$ cat src/rtl/cic_measure_ctrl.sv
// Measurement controller for a CIC decimator: flushes the filter,
// discards settling samples, then averages 2^N samples into a result.
module cic_measure_ctrl #(
  parameter int OUTPUT_WIDTH   = 16,
  parameter int MAX_AVG_LOG2   = 8,
  parameter int FLUSH_CYCLES   = 4,
  parameter int SETTLE_SAMPLES = 3
) (
  input  logic                    clk,
  input  logic                    rst,
  input  logic                    start,
  input  logic                    abort,
  input  logic [3:0]              avg_log2,
  input  logic [OUTPUT_WIDTH-1:0] cic_dout,
  input  logic                    cic_valid,
  output logic                    cic_rst_n,
  output logic [OUTPUT_WIDTH-1:0] result,
  output logic                    result_valid,
  input  logic                    result_ready,
  output logic                    busy,
  output logic                    overrun
);

  typedef enum logic [2:0] {
    IDLE, FLUSH, SETTLE, ACCUM, HOLD
  } state_t;

  localparam int AW = OUTPUT_WIDTH + MAX_AVG_LOG2;
  localparam int CW = MAX_AVG_LOG2 + 1;
  localparam int FW = $clog2(FLUSH_CYCLES + 2);
  localparam int SW = $clog2(SETTLE_SAMPLES + 2);
  localparam logic [3:0] MAXN = 4'(MAX_AVG_LOG2);

  state_t                  state_q, state_d;
  logic [3:0]              n_q, n_d;
  logic [FW-1:0]           flush_cnt_q, flush_cnt_d;
  logic [SW-1:0]           settle_cnt_q, settle_cnt_d;
  logic [CW-1:0]           samp_cnt_q, samp_cnt_d;
  logic [AW-1:0]           acc_q, acc_d;
  logic [OUTPUT_WIDTH-1:0] result_q, result_d;
  logic                    result_valid_q, result_valid_d;
  logic                    overrun_q, overrun_d;

  logic [AW-1:0]        acc_sum;
  logic signed [AW-1:0] shifted;
  logic                 samp_last;

  // Accumulator is wide enough for 2^MAX_AVG_LOG2 full-scale samples
  assign acc_sum = acc_q
    + {{MAX_AVG_LOG2{cic_dout[OUTPUT_WIDTH-1]}}, cic_dout};
  assign shifted = $signed(acc_sum) >>> n_q;
  assign samp_last =
    samp_cnt_q == ((CW'(1) << n_q) - CW'(1));

  always_comb begin
    state_d        = state_q;
    n_d            = n_q;
    flush_cnt_d    = flush_cnt_q;
    settle_cnt_d   = settle_cnt_q;
    samp_cnt_d     = samp_cnt_q;
    acc_d          = acc_q;
    result_d       = result_q;
    result_valid_d = result_valid_q;
    overrun_d      = overrun_q;
    unique case (state_q)
      IDLE: begin
        if (start) begin
          state_d      = FLUSH;
          n_d          = (avg_log2 > MAXN) ? MAXN : avg_log2;
          flush_cnt_d  = '0;
          settle_cnt_d = '0;
          samp_cnt_d   = '0;
          acc_d        = '0;
          overrun_d    = 1'b0;
        end
      end
      FLUSH: begin
        flush_cnt_d = flush_cnt_q + FW'(1);
        if (flush_cnt_q == FW'(FLUSH_CYCLES - 1)) begin
          state_d = (SETTLE_SAMPLES == 0) ? ACCUM : SETTLE;
        end
      end
      SETTLE: begin
        if (cic_valid) begin
          settle_cnt_d = settle_cnt_q + SW'(1);
          if (settle_cnt_q == SW'(SETTLE_SAMPLES - 1)) begin
            state_d = ACCUM;
          end
        end
      end
      ACCUM: begin
        if (cic_valid) begin
          acc_d      = acc_sum;
          samp_cnt_d = samp_cnt_q + CW'(1);
          if (samp_last) begin
            result_d       = shifted[OUTPUT_WIDTH-1:0];
            result_valid_d = 1'b1;
            state_d        = HOLD;
          end
        end
      end
      HOLD: begin
        if (cic_valid) begin
          overrun_d = 1'b1;
        end
        if (result_valid_q && result_ready) begin
          result_valid_d = 1'b0;
          state_d        = IDLE;
        end
      end
      default: state_d = IDLE;
    endcase
    // Abort wins over everything except reset, including start in IDLE
    if (abort) begin
      state_d        = IDLE;
      result_valid_d = 1'b0;
      n_d            = n_q;
      flush_cnt_d    = flush_cnt_q;
      settle_cnt_d   = settle_cnt_q;
      samp_cnt_d     = samp_cnt_q;
      acc_d          = acc_q;
      overrun_d      = overrun_q;
    end
  end

  always_ff @(posedge clk) begin
    if (rst) begin
      state_q        <= IDLE;
      n_q            <= '0;
      flush_cnt_q    <= '0;
      settle_cnt_q   <= '0;
      samp_cnt_q     <= '0;
      acc_q          <= '0;
      result_q       <= '0;
      result_valid_q <= 1'b0;
      overrun_q      <= 1'b0;
    end else begin
      state_q        <= state_d;
      n_q            <= n_d;
      flush_cnt_q    <= flush_cnt_d;
      settle_cnt_q   <= settle_cnt_d;
      samp_cnt_q     <= samp_cnt_d;
      acc_q          <= acc_d;
      result_q       <= result_d;
      result_valid_q <= result_valid_d;
      overrun_q      <= overrun_d;
    end
  end

  assign cic_rst_n    = (state_q != FLUSH);
  assign busy         = (state_q != IDLE);
  assign result       = result_q;
  assign result_valid = result_valid_q;
  assign overrun      = overrun_q;

endmodule

$ cat config.mk
export PLATFORM = sky130hd
export DESIGN_NAME = cic_measure_ctrl
export DESIGN_NICKNAME = d
export VERILOG_FILES = /design/src/rtl/cic_measure_ctrl.sv
export SDC_FILE = /design/constraint.sdc
export NUM_CORES = 1
export LEC_CHECK = 0
export ABC_CLOCK_PERIOD_IN_PS = 3400
export CAP_MARGIN = 20
export CORE_MARGIN = 1.5
export CORE_UTILIZATION = 54
export CTS_CLUSTER_DIAMETER = 200
export CTS_CLUSTER_SIZE = 10
export DETAILED_ROUTE_END_ITERATION = 8
export MAX_ROUTING_LAYER = met4
export PLACE_DENSITY_LB_ADDON = 0.12
export SKIP_CTS_REPAIR_TIMING = 1
export SLEW_MARGIN = 20
export SYNTH_ARGS = -nofsm -noshare
export SYNTH_HDL_FRONTEND = slang
export SYNTH_SLANG_ARGS = --single-unit
$ cat constraint.sdc
create_clock -name clk -period 3.4 [get_ports clk]
set_input_delay 1.02 -clock clk [delete_from_list [all_inputs] [get_ports clk]]
set_output_delay 1.02 -clock clk [all_outputs]
set_load 0.1 [all_outputs]
; Word-level counts from Yosys, hierarchy flattened
; Index checks and enable logic that the tools add are counted.
[op_classes]
n_mul = 0
eq_ne = 16
shifts = 2
n_addsub = 5
n_bitwise = 1
div = 0
mux = 26
magnitude_cmp = 1
n_reduce_logical = 17
[ops]
columns = cell, count
row1 = 24-bit 2-to-1 mux, 2
row2 = 24-bit case mux with 2 select lines, 1
row3 = 3-bit 2-to-1 mux, 9
row4 = 24-bit adder, 1
row5 = 24-bit by 4-bit >>> shifter with 16-bit output, 1
row6 = 9-bit 2-to-1 mux, 2
row7 = 9-bit case mux with 2 select lines, 1
row8 = 2-bit != test (second input constant), 8
row9 = 4-bit AND reduction, 4
row10 = 3-bit case mux with 5 select lines, 1
row11 = 3-bit by 2-bit == test with 1-bit output (second input constant), 4
row12 = 3-bit case mux with 2 select lines, 2
row13 = 2-bit nonzero test, 5
row14 = 9-bit by 1-bit adder with 9-bit output (second input constant), 1
row15 = 9-bit == test, 1
row16 = 3-bit AND reduction, 3
row17 = 1-bit by 4-bit << shifter with 9-bit output (first input constant), 1
row18 = 9-bit by 1-bit subtractor with 9-bit output (second input constant), 1
row19 = 7-bit AND reduction, 1
row20 = 3-bit by 1-bit adder with 3-bit output (second input constant), 2
row21 = 1-bit 2-to-1 mux, 5
row22 = 4-bit > comparator (second input constant), 1
row23 = 4-bit 2-to-1 mux, 1
row24 = 1-bit case mux with 2 select lines, 2
row25 = other kinds (8), 8
[totals]
output_inout_bits = 20
n_memories = 0
wordCells = 77
ramBits = 0
romBits = 0
latchBits = 0
in_bits = 26
register_bits = 64

; Logic depth before layout (Yosys ltp)
; Gate-level depths: netlist of run 1.
[depth]
depth_word = 6
mapped_depth = 16

; Worst setup path before layout of run 1
; OpenSTA, ideal clock, no wires.
[synth_path]
path_type = input-to-reg
from = input port cic_dout[0]
to = register result_q[12] (netlist: result[12])
setup_ns = 0.123
t_required_ns = 3.277
n_path_buf = 0
setup_slack_ns = -0.145
path_stages = 12
arrival_time_ns = 3.422
cell_sequence = ha_1 > inv_1 > fa_1 > nand2b_1 > a21oi_2 > o211a_4 > nor2_1 > o31a_4 > and2_1 > o2111a_1 > nor4_1 > o21ai_1
[synth_between]
elab_chain_cells = 2
[synth_lines]
columns = item, line
row1 = from (decl), 14  ; input logic [OUTPUT_WIDTH-1:0] cic_dout,
row2 = 24-bit adder, 50  ; + {{MAX_AVG_LOG2{cic_dout[OUTPUT_WIDTH-1]}}, cic_dout};
row3 = 24-bit by 4-bit >>> shifter with 16-bit output, 51  ; assign shifted = $signed(acc_sum) >>> n_q;
row4 = to (signal assigned), 144  ; result_q <= result_d;
row5 = to (decl), 40  ; logic [OUTPUT_WIDTH-1:0] result_q, result_d;
; No other way between the ends.
; A chain may end at the register's enable or synchronous reset.

; Worst setup path in the final report of run 1
[layout_path]
from = input port cic_dout[11]
to = register result_q[3] (netlist: result[3])
; Same word-level chain as after synthesis.

==> flow_summary_export.csv, run 1 <==
group,metric,value,unit
detailed_routing,firstDrtPassIters,5,
logic_synthesis,yosysWarnings,0,
cells_and_area,fill_cells,710,
logic_synthesis,netlist_area,5657,sq um
worst_hold_path,min_from,"result[15]",
floorplanning,initial_core_util,55.29,%
clock_network,cts_root_buf,"clkbuf_8",
floorplanning,rows,37,
cells_and_area,nNetsFinal,945,
detailed_routing,drt-wirelength-per-cell,19.89,um
power_and_ir_drop,leakage,3.279,nW
detailed_routing,vias,6567,
global_route,grt_pass1_vias,5991,
clock_network,tritoncts,"done",
global_route,antenna_found_initial,0,
placement,portBuffers,45,
logic_synthesis,synth_commonest_cells,"83 x nand2_1, 82 x nor2_1, 64 x dfxtp_1",
logic_synthesis,yosys_register_bits,64,
sta,rsz0062_at_grt,"yes",
floorplanning,die_x,105.4,um
sta,finalCritPeriodShare,100.4,%
detailed_routing,drt-vias-per-instance,6.376,
clock_network,clockBufferDepth,2,
sta,tightest_slew,0.8249,ns
logic_synthesis,synth_compound_area_share,29.37,%
clock_network,cts_num_sinks,64,
worst_setup_path,rr_startpoint,"n_q[2]",
global_route,grt_max_degree,35,
sta,setup_viol,2,
logic_synthesis,synth_nets,802,
run_status,violations,"setup timing",
worst_setup_path,crit_fanout,7,
power_and_ir_drop,power_density,248.0,nW/um^2
cells_and_area,syn_to_final_growth,41.19,%
cells_and_area,antenna_cells,0,
run,drv_cap,0,
logic_synthesis,synth_fa_ha_area_share,6.768,%
detailed_routing,drtIter0Drc,567,
worst_setup_path,crit_required,3.67,ns
sta,layout_min_cycle_time,3.412,ns
clock_network,insertion_delay,0.37,ns
global_route,grt-ovfl-total,0,
logic_synthesis,syn_inst,746,
detailed_routing,ant_nets,0,
floorplanning,die_h,105.4,um
sta,slew_viol_final,0,
sta,max_freq,0.2931,GHz
logic_synthesis,ys_seq_area_share,22.65,%
logic_synthesis,synthDistinctLibCells,92,
floorplanning,dieArea,11100,sq um
floorplanning,ioPinCount,46,
logic_synthesis,synth-xor-area-share,5.198,%
worst_setup_path,crit_path_start_kind,"input port",
cells_and_area,instances_no_fill,1030,
clock_network,numCtsBuffers,9,
worst_setup_path,endpoint_kind,"flop",
logic_synthesis,synth-simple-area-share,25.66,%
logic_synthesis,synthMuxAreaShare,5.043,%
clock_network,path_clk_slew,0.08,ns
sta,hold_viol_final,0,
logic_synthesis,avgSynthCellArea,7.583,sq um
logic_synthesis,synth_top_area_share,22.65,%
run_status,status,"complete, but fails checks",
floorplanning,core-area,10230,sq um
detailed_routing,totalWireLength,20490,um
logic_synthesis,async_flop_share,0,%
logic_synthesis,yosysTopAreaCell,"dfxtp_1",
cells_and_area,multi_input_area,4776,sq um
logic_synthesis,synth_top_family_by_area,"compound AO/OA/AOI/OAI gates",
logic_synthesis,synth_edf_count,0,
worst_setup_path,crit_arrival,3.68,ns
sta,hold_slack,0.4503,ns
worst_setup_path,worstSetupPathType,"in -> reg",
global_route,gr-usage-all-layers,35.36,%
worst_hold_path,min_path_type,"reg -> reg",
detailed_routing,route.detailed.drc,0,
cells_and_area,seqCellArea,1281,sq um
placement,hpwl,14320,um
sta,fin_skew,0.01144,ns
placement,dp.cells,1006,
global_route,grt_first_pass_wirelength,30470,um
worst_setup_path,r2r_slack,0.25,ns
cells_and_area,drive_above_1_share,35.01,%
logic_synthesis,yosysMostFrequentCell,"nand2_1",
logic_synthesis,synth_ff_type,"dfxtp_1",
clock_network,cts.htree.levels,3,
placement,gp_congestion,0.9652,
logic_synthesis,ys_top_cells_by_area,"dfxtp_1 23%, ha_1 6.4%, nand2_1 5.5%, nor2_1 5.4%, a21oi_1 5.3%",
sta,slew_headroom,44.93,%
power_and_ir_drop,irDropWorstVdd,0.1993,mV
worst_setup_path,crit_start,"cic_dout[11]",
sta,fin_ws,-0.01196,ns
## power by group
part	switching, mW	internal [mW]	leakage (nW)	total (mW)
Clock	0.352	0.285	0.0845	0.637
Combinational	0.328	0.250	2.68	0.579
Sequential	0.00949	0.756	0.516	0.765
## path summary, 6_finish.rpt
check,endpoint,cells past startpoint
setup / recovery,result[3],10
hold / removal,result[15],2
setup reg to reg,result[12],13
hold reg to reg,result[15],2
## layout by cell type, fill, tap and decap left out, types with 7 or more instances in the layout
| cell | count |
|---|---|
| a21o_1 | 7 |
| a21oi_1 | 46 |
| a21oi_2 | 16 |
| a22oi_1 | 17 |
| a31oi_1 | 7 |
| buf_4 | 151 |
| clkbuf_8 | 10 |
| clkdlybuf4s50_1 | 10 |
| dfxtp_1 | 64 |
| dlymetal6s2s_1 | 13 |
| ha_1 | 13 |
| ha_4 | 15 |
| inv_1 | 18 |
| mux2i_1 | 7 |
| nand2_1 | 78 |
| nand2b_1 | 9 |
| nand3_1 | 26 |
| nand4_1 | 9 |
| nor2_1 | 76 |
| nor3_1 | 13 |
| nor4_1 | 7 |
| o211ai_1 | 12 |
| o21ai_0 | 26 |
| o21ai_1 | 12 |
| or3_1 | 13 |
| xor2_1 | 17 |
## metrics by stage
step | util [%] | worst slack (ns) | power (mW) | TNS (ns) | instance area (sq um)
3_3_place_gp | 68.56 | -0.6664 | 1.269 | -9.687 | 7014
2_1_floorplan | - | 0.03358 | 1.081 | 0 | 5679
6_report | 78.06 | -0.01196 | 1.981 | -0.02268 | 7986
4_1_cts | 70.34 | -0.3636 | 1.908 | -3.737 | 7197
5_1_grt | 78.06 | -0.1101 | 2.041 | -0.3537 | 7986
3_5_place_dp | 68.56 | -0.7351 | 1.281 | -10.87 | 7014
## flip-flops by register name, summed over array words and instances (netlist names)
register and count:
settle_cnt_q 3, samp_cnt_q 9, result 16, acc_q 24
n_q 4, result_valid 1, flush_cnt_q 3, state_q 3
overrun 1
## critical path, cell delays in order
cell and delay [ns]:
clkdlybuf4s50_1 0.51, ha_4 0.25, and3_4 0.20, o211a_4 0.18
nor4b_4 0.41, nor3_4 0.12, mux4_2 0.51, o32ai_4 0.17
o21ai_1 0.12, a22o_1 0.18
## layer usage
metal / share of wire [%] / GRT usage, % / vias up / wire (um)
met5: 0 / - / - / 0
met4: 3.5 / 16.93 / 0 / 719
met3: 7.3 / 5.257 / 66 / 1491
met2: 47 / 55.00 / 289 / 9717
met1: 42 / 45.12 / 3161 / 8562
li1: - / - / 3051 / -
## cells by family (layout without fill, tap and decap cells)
kind of cell,after synthesis,after routing
XOR/XNOR,31,31
AND/OR/NAND/NOR,293,293
buffers and inverters,71,219
AO/OA/AOI/OAI,237,237
multiplexers,20,20
adder cells (fa/ha/maj),30,30
flip-flops,64,64
## final cells by class
| class | count | share of cell area, % |
|---|---|---|
| Multi-Input combinational cell | 611 | 59.80 |
| Timing Repair Buffer | 182 | 18.75 |
| Sequential cell | 64 | 16.04 |
| Tap cell | 136 | 2.131 |
| Clock buffer | 10 | 1.723 |
| Inverter | 21 | 0.9870 |
| Clock inverter | 6 | 0.5640 |
Power figures use the tool's default switching activity.
==> run 2: changes to the inputs <==
CORE_MARGIN = default   (was 1.5)
CTS_BUF_LIST = sky130_fd_sc_hd__clkbuf_16   (was default)
==> flow_summary_export.csv, run 2 (synthesized netlist as in run 1, its figures left out) <==
group,metric,value,unit
placement,gp_congestion,0.9761,
detailed_routing,firstDrtPassIters,7,
floorplanning,die_h,104.4,um
sta,fin_skew,0.009124,ns
power_and_ir_drop,leakage,3.447,nW
sta,finalCritPeriodShare,100.3,%
worst_setup_path,crit_path_start_kind,"input port",
clock_network,path_clk_slew,0.05,ns
worst_setup_path,rr_worst_depth,13,
run,drv_cap,0,
placement,placed_cell_area,7020,sq um
worst_setup_path,endpoint_kind,"flop",
sta,slew_headroom,41.11,%
power_and_ir_drop,irDropWorstVdd,0.2681,mV
clock_network,cts_root_buf,"clkbuf_16",
cells_and_area,final_cell_mix,"174 x buf_4, 79 x nor2_1, 78 x nand2_1",
floorplanning,core-area,9955,sq um
cells_and_area,fin_area,8207,sq um
clock_network,cts.htree.levels,3,
sta,fin_ws,-0.01079,ns
run_status,violations,"setup timing",
cells_and_area,largest_register_ffs,24,
worst_setup_path,rr_startpoint,"n_q[0]",
placement,dp.cells,1006,
cells_and_area,largest_register,"acc_q",
clock_network,insertion_delay,0.35,ns
worst_hold_path,min_path_type,"reg -> reg",
placement,portBuffers,45,
global_route,antenna_found_initial,0,
detailed_routing,totalWireLength,22080,um
sta,tightest_slew,0.8822,ns
sta,setup_viol,2,
clock_network,clockBufferDepth,2,
cells_and_area,syn_to_final_growth,45.08,%
sta,layout_min_cycle_time,3.411,ns
worst_setup_path,slowest_delay,0.43,ns
worst_setup_path,r2r_end,"result[7]",
cells_and_area,final_core_util,82.44,%
sta,max_freq,0.2932,GHz
global_route,grt_pass1_vias,5935,
detailed_routing,drt-wirelength-per-cell,21.17,um
cells_and_area,nNetsFinal,963,
cells_and_area,fill_cells,596,
global_route,grt_first_pass_wirelength,29600,um
global_route,grt_max_degree,36,
worst_setup_path,r2r_slack,0.25,ns
sta,hold_slack,0.4515,ns
worst_hold_path,min_from,"result[1]",
detailed_routing,vias,6950,
sta,fin_tns_setup,-0.01176,ns
sta,slew_viol_final,0,
detailed_routing,ant_nets,0,
detailed_routing,drt-vias-per-instance,6.663,
worst_setup_path,worstSetupPathType,"in -> reg",
sta,hold_viol_final,0,
floorplanning,dieArea,10890,sq um
detailed_routing,drtIter0Drc,797,
clock_network,cts_num_sinks,64,
worst_setup_path,cp_slowest_cell,"o21ai_1",
clock_network,tritoncts,"done",
floorplanning,die_x,104.4,um
floorplanning,ioPinCount,46,
worst_setup_path,crit_start,"cic_dout[8]",
cells_and_area,antenna_cells,0,
worst_setup_path,path_cells,"dlymetal6s2s_1 -> ha_4 -> buf_4 -> nand2_1 -> o21ai_1 -> nand2_1 -> nand3b_1 -> xor2_2 -> mux2i_4 -> buf_4 -> or3_1 -> a31oi_1",
global_route,grt-ovfl-total,0,
run_status,status,"complete, but fails checks",
power_and_ir_drop,power_density,295.3,nW/um^2
clock_network,numCtsBuffers,9,
cells_and_area,final_common_cell,"buf_4",
worst_setup_path,crit_end,"result[5]",
cells_and_area,drive_above_1_share,35.27,%
placement,hpwl,14060,um
detailed_routing,route.detailed.drc,0,
cells_and_area,instances_no_fill,1043,
floorplanning,initial_core_util,56.83,%
floorplanning,rows,36,
worst_setup_path,crit_arrival,3.68,ns
worst_setup_path,crit_fanout,7,
worst_setup_path,crit_required,3.66,ns
global_route,gr-usage-all-layers,35.15,%
-- run 2: power by group --
group          switching [mW]  internal (mW)  leakage (nW)
sequential            0.00961          0.757         0.516
clock                   0.366          0.703         0.156
combinational           0.335          0.253          2.77
-- run 2: how the worst min path moves through the flow --
stage                 endpoint  depth (start not counted)
global route         result[1]                          2
floorplan            acc_q[21]                          2
finish               result[1]                          2
CTS                  result[1]                          2
global placement    result[15]                          2
detailed placement   result[1]                          2
-- run 2: routing by layer --
metal  share of wire (%)  GRT usage (%)  vias to the layer above
met5                   0              -                        -
met4                 5.5          14.69                        0
met3                 9.3          6.767                      138
met2                  47          56.05                      465
met1                  38          43.33                     3254
li1                    -              -                     3093
-- run 2: stage by stage --
stage	total power [mW]	worst slack, ns
global placement	1.263	-0.6678
global route	2.480	-0.1109
finish	2.424	-0.01079
detailed placement	1.275	-0.6982
CTS	2.323	-0.3780
floorplan	1.081	0.03358
-- run 2: final cells by class --
| type | count | area [sq um] | area share (%) |
|---|---|---|---|
| Multi-Input combinational cell | 611 | 4766 | 58.07 |
| Timing Repair Buffer | 200 | 1592 | 19.39 |
| Sequential cell | 64 | 1281 | 15.61 |
| Clock buffer | 9 | 225.2 | 2.744 |
| Tap cell | 133 | 166.4 | 2.028 |
| Clock inverter | 5 | 97.59 | 1.189 |
| Inverter | 21 | 78.83 | 0.9605 |
-- run 2: worst max-delay path, delay by kind of cell --
kind,cells,cell delay [ns]
buffers and inverters,3,0.50
XOR/XNOR,1,0.24
AO/OA/AOI/OAI,2,0.60
AND/OR/NAND/NOR,4,0.87
adder cells (fa/ha/maj),1,0.30
multiplexers,1,0.14
